**src/rtl/serial_tx_if.sv**
```systemverilog
// Load handshake and serial-side outputs of the serial_tx parallel-in/serial-out transmitter.
interface serial_tx_if #(
  parameter int WIDTH = 4
);
  logic             load_valid;
  logic [WIDTH-1:0] data_in;
  logic             load_ready;
  logic             serial_out;
  logic             shift_out;
  logic             busy;
  logic             done;

  modport master (
    output load_valid, data_in,
    input  load_ready, serial_out, shift_out, busy, done
  );

  modport slave (
    input  load_valid, data_in,
    output load_ready, serial_out, shift_out, busy, done
  );
endinterface

```
**src/rtl/serial_tx.sv**
```systemverilog
// Parallel-in, serial-out transmitter: MSB-first, DIV cycles per bit, shift_out strobe on each bit's last cycle.
// Optional even-parity trailer bit when SERIAL_TX_PARITY_EN is defined.
module serial_tx #(
  parameter int WIDTH = 4,
  parameter int DIV   = 1
) (
  input  logic        clk,
  input  logic        rst,
  serial_tx_if.slave  bus
);
`ifdef SERIAL_TX_PARITY_EN
  localparam int NBITS = WIDTH + 1;
`else
  localparam int NBITS = WIDTH;
`endif
  localparam int BCW = (NBITS > 1) ? $clog2(NBITS) : 1;
  localparam int DCW = (DIV > 1) ? $clog2(DIV) : 1;

  localparam logic [1:0] S_IDLE = 2'd0;
  localparam logic [1:0] S_SEND = 2'd1;
  localparam logic [1:0] S_DONE = 2'd2;

  logic [1:0]       r_state;
  logic [NBITS-1:0] r_shreg;
  logic [BCW-1:0]   r_bit_cnt;
  logic [DCW-1:0]   r_div_cnt;

  logic w_strobe;
  logic w_last_bit;

  assign w_strobe   = (r_state == S_SEND) && (r_div_cnt == DCW'(DIV - 1));
  assign w_last_bit = (r_bit_cnt == BCW'(NBITS - 1));

  always_ff @(posedge clk) begin
    if (rst) begin
      r_state   <= S_IDLE;
      r_shreg   <= '0;
      r_bit_cnt <= '0;
      r_div_cnt <= '0;
    end else begin
      case (r_state)
        S_IDLE: begin
          if (bus.load_valid) begin
            // Parity rides as the shift register's extra LSB so it leaves last.
`ifdef SERIAL_TX_PARITY_EN
            r_shreg <= {bus.data_in, ^bus.data_in};
`else
            r_shreg <= bus.data_in;
`endif
            r_bit_cnt <= '0;
            r_div_cnt <= '0;
            r_state   <= S_SEND;
          end
        end
        S_SEND: begin
          if (w_strobe) begin
            r_shreg   <= r_shreg << 1;
            r_div_cnt <= '0;
            r_bit_cnt <= r_bit_cnt + 1'b1;
            if (w_last_bit) r_state <= S_DONE;
          end else begin
            r_div_cnt <= r_div_cnt + 1'b1;
          end
        end
        S_DONE:  r_state <= S_IDLE;
        default: r_state <= S_IDLE;
      endcase
    end
  end

  assign bus.load_ready = (r_state == S_IDLE);
  assign bus.busy       = (r_state == S_SEND);
  assign bus.done       = (r_state == S_DONE);
  assign bus.serial_out = (r_state == S_SEND) && r_shreg[NBITS-1];
  assign bus.shift_out  = w_strobe;
endmodule

```
**src/flat_wrapper.sv**
```systemverilog
// flat-port wrapper written by rule: the top's interface ports become plain ports
module serial_tx_flat 
#(
  parameter int WIDTH = 4,
  parameter int DIV   = 1
)
  (clk, rst, bus_load_valid, bus_data_in, bus_load_ready, bus_serial_out, bus_shift_out, bus_busy, bus_done);
  serial_tx_if #(.WIDTH(WIDTH)) bus_i ();
  input  logic clk;
  input  logic rst;
  input wire logic [$bits(bus_i.load_valid)-1:0] bus_load_valid;
  input wire logic [$bits(bus_i.data_in)-1:0] bus_data_in;
  output wire logic [$bits(bus_i.load_ready)-1:0] bus_load_ready;
  output wire logic [$bits(bus_i.serial_out)-1:0] bus_serial_out;
  output wire logic [$bits(bus_i.shift_out)-1:0] bus_shift_out;
  output wire logic [$bits(bus_i.busy)-1:0] bus_busy;
  output wire logic [$bits(bus_i.done)-1:0] bus_done;
  assign bus_i.load_valid = bus_load_valid;
  assign bus_i.data_in = bus_data_in;
  assign bus_load_ready = bus_i.load_ready;
  assign bus_serial_out = bus_i.serial_out;
  assign bus_shift_out = bus_i.shift_out;
  assign bus_busy = bus_i.busy;
  assign bus_done = bus_i.done;
  serial_tx #(.WIDTH(WIDTH), .DIV(DIV)) u_core (.clk(clk), .rst(rst), .bus(bus_i));
endmodule
```
**config.mk**
```make
export PLATFORM = sky130hd
export DESIGN_NAME = serial_tx_flat
export DESIGN_NICKNAME = d
export VERILOG_FILES = /design/src/rtl/serial_tx_if.sv /design/src/rtl/serial_tx.sv /design/src/flat_wrapper.sv
export SDC_FILE = /design/constraint.sdc
export NUM_CORES = 1
export LEC_CHECK = 0
export BUFFER_PORTS_ARGS = -buffer_cell sky130_fd_sc_hd__buf_2
export CAP_MARGIN = 30
export CELL_PAD_IN_SITES_DETAIL_PLACEMENT = 0
export CELL_PAD_IN_SITES_GLOBAL_PLACEMENT = 1
export CORE_AREA = 2 2 39 41
export DETAILED_ROUTE_END_ITERATION = 12
export DIE_AREA = 0 0 41 43
export GPL_ROUTABILITY_DRIVEN = 0
export PLACE_DENSITY_LB_ADDON = 0.1
export SYNTH_ARGS = -nofsm -noshare
export SYNTH_HDL_FRONTEND = slang
export SYNTH_SLANG_ARGS = --single-unit
```
**constraint.sdc**
```tcl
create_clock -name clk -period 3.35 [get_ports clk]
set_input_delay 0.1675 -clock clk [delete_from_list [all_inputs] [get_ports clk]]
set_output_delay 0.1675 -clock clk [all_outputs]
set_load 0.1 [all_outputs]
```
==> qor.yml <==
status:
  status: "finished, final reports clean"
clocking:
  cts_tree: "yes"
  clock_sinks: 9
  cts_resized: 0
  clockBufferDepth: 2
  worstSkewPairLatency_ns: 0.27
  postCtsHoldBufs: 0
  path_clk_slew_ns: 0.06
  root_buffer: "clkbuf_4"
  post_cts_buffers: 0
  htreeDepth: 1
  cts_inserted_buffers: 3
sta:
  worst_clock_skew_ns: 0.00108
  hold_viol: 0
  finalCritPeriodShare_pct: 55.4
  slew_viol_final: 0
  setup_viol: 0
  fin_ws_ns: 1.49
  whs_ns: 0.135
  period_minus_slack_ns: 1.86
  tns_ns: 0
  slew_headroom_pct: 67.9
  max_freq_ghz: 0.538
  rsz0062_at_grt: "false"
  worst_slew_pin_slew_ns: 0.485
setup_path:
  worstPathArrival_ns: 1.69
  crit_type: "reg -> out"
  critPathSlowestCell: "dfxtp_1"
  crit_family: "flip-flops"
  critPathMaxFanout: 10
  cp-end-kind: "primary output"
  critPathLaunchType: "flip-flop"
  cp_cell_sequence: "or3b_4 -> inv_2 -> buf_2"
  cp_slowest_stage_delay_ns: 0.49
  required_ns: 3.18
  crit_buf_inv: 2
final_layout:
  final_cell_mix: "buf_2, nor2_1, dfxtp_1"
  antenna_cells: 0
  area_growth_pct: 14.2
  mostFrequentLayoutCell: "buf_2"
  nNetsFinal: 75
  drive_above_1_share_pct: 36.4
  instances_no_fill: 82
power_and_ir_drop:
  combPwrFrac_pct: 25.2
  powerDensity_mw_per_mm2: 485
  p_int_w: 0.000182
  switching_share_pct: 34.4
  switchingPower_w: 0.0000957
  max-vdd-ir-drop_uv: 254
  leakagePower_nw: 0.241
  pwr-share-clk_pct: 31.8
  seqPwrFrac_pct: 43.0
synth:
  syn-cell-area_um2: 502
  synth_nets: 62
  synth_top_area_share_pct: 35.9
  yosysWarnings: 0
  synth-xor-area-share_pct: 0
  ys_ff_latch: 9
  synth_compound_area_share_pct: 20.0
  synthArstFlopShare_pct: 0
  yosys_most_used_dff: "dfxtp_1"
  synth_edf_count: 0
  synth-simple-area-share_pct: 32.7
  synth_mux_area_share_pct: 0
  yosysSeqAreaShare_pct: 35.9
  synth_cell_types: 28
  syn_inst: 54
  synth_area_per_cell_um2: 9.29
  yosys-top-cells-area: "dfxtp_1, a2111oi_2, nor2_1, nand2b_1, o21bai_4"
  synth_top_family_by_area: "simple AND/OR/NAND/NOR gates"
  synthAdderAreaFrac_pct: 2.49
  yosysTopAreaCell: "dfxtp_1"
global_routing:
  track_usage_pct: 12.9
  globalRouteMet1Util_pct: 16.9
  grt_overflow: 0
  antenna_found_initial: 0
  grt_max_degree: 12
  grtUsageMet3_pct: 3.14
  grt_first_pass_wirelength_um: 1480
  met2_usage_pct: 17.2
  grt_pass1_vias: 362
  grt-busiest-layer: "met2"
routing:
  drtIter0Drc: 2
  drc: 0
  drt_pass1_iterations: 5
  vias: 392
  wl_per_cell_um: 11.4
  vias_per_cell: 4.78
  routed_wl_um: 931
  ant_nets: 0
die:
  core_mm2: 0.00138
  fp.dieH_um: 43
  start_util_pct: 36.3
  rows: 14
  dieArea_mm2: 0.00176
  die_w_um: 41
  io-pin-count: 12
placed_design:
  portBuffers: 11
  dp_slack_ns: 1.77
  dp.cells: 78
  dp_hpwl_um: 684
worst_hold_path:
  hold_class: "in -> reg"
run:
  cap_violations: 0
-- kinds of logic after synthesis --
family,count (synthesis)
flops,9
simple gates,27
fa+ha+maj,1
buf+inv,7
compound gates,10
-- power groups by stage --
stage	logic [W]	registers, W	clock network (W)
detailed placement	0.0000709	0.000122	0
floorplan	0.0000631	0.000119	0
global placement	0.0000711	0.000122	0
CTS	0.0000710	0.000119	0.0000917
global route	0.0000754	0.000120	0.0000974
finish	0.0000701	0.000120	0.0000885
-- cells in the mapped netlist (2+ instances only) --
| cell | count |
|---|---|
| nor2_1 | 10 |
| dfxtp_1 | 9 |
| a2111oi_2 | 3 |
| inv_1 | 3 |
| nand2b_1 | 3 |
| nand3b_1 | 2 |
| nor3b_1 | 2 |
| o21ai_0 | 2 |
-- layer usage --
layer | up-vias | part of all wire [%]
met2 | 10 | 44
met1 | 171 | 49
met5 | - | 0
met4 | 0 | 2.1
li1 | 207 | -
met3 | 4 | 5.4
-- worst paths after layout --
check / startpoint / endpoint / slack, ns / depth (start not counted)
hold reg to reg: u_core.r_shreg[3] / u_core.r_shreg[3] / 0.47 / 2
setup / recovery: u_core.r_state[0] / bus_shift_out / 1.49 / 3
setup reg to reg: u_core.r_state[0] / u_core.r_shreg[2] / 2.08 / 3
hold / removal: bus_data_in[0] / u_core.r_shreg[0] / 0.14 / 3
-- area by class of cell --
type | instances | area, µm²
clock buffers | 4 | 26.3
fillers | 156 | 811
inverters | 4 | 15.0
multi-input cells | 38 | 277
flip-flops and latches | 9 | 180
well taps | 16 | 20.0
repair buffers | 11 | 55.1
-- tightest hold or removal path: stages --
cell and delay [ns]:
buf_2 0.07, nand3b_1 0.07, o21ai_0 0.06
-- sequential cells by signal (all words and copies together), names as in the netlist --
register          cells
u_core.r_div_cnt      1
u_core.r_state        2
u_core.r_shreg        4
u_core.r_bit_cnt      2
-- through the flow --
step	instance area, µm²	total power [W]	util, %
floorplan	502	0.000182	-
global placement	547	0.000193	39.5
detailed placement	547	0.000193	39.5
CTS	573	0.000282	41.4
global route	573	0.000293	41.4
finish	573	0.000278	41.4
Note: power is estimated with default switching activity, not from simulation.
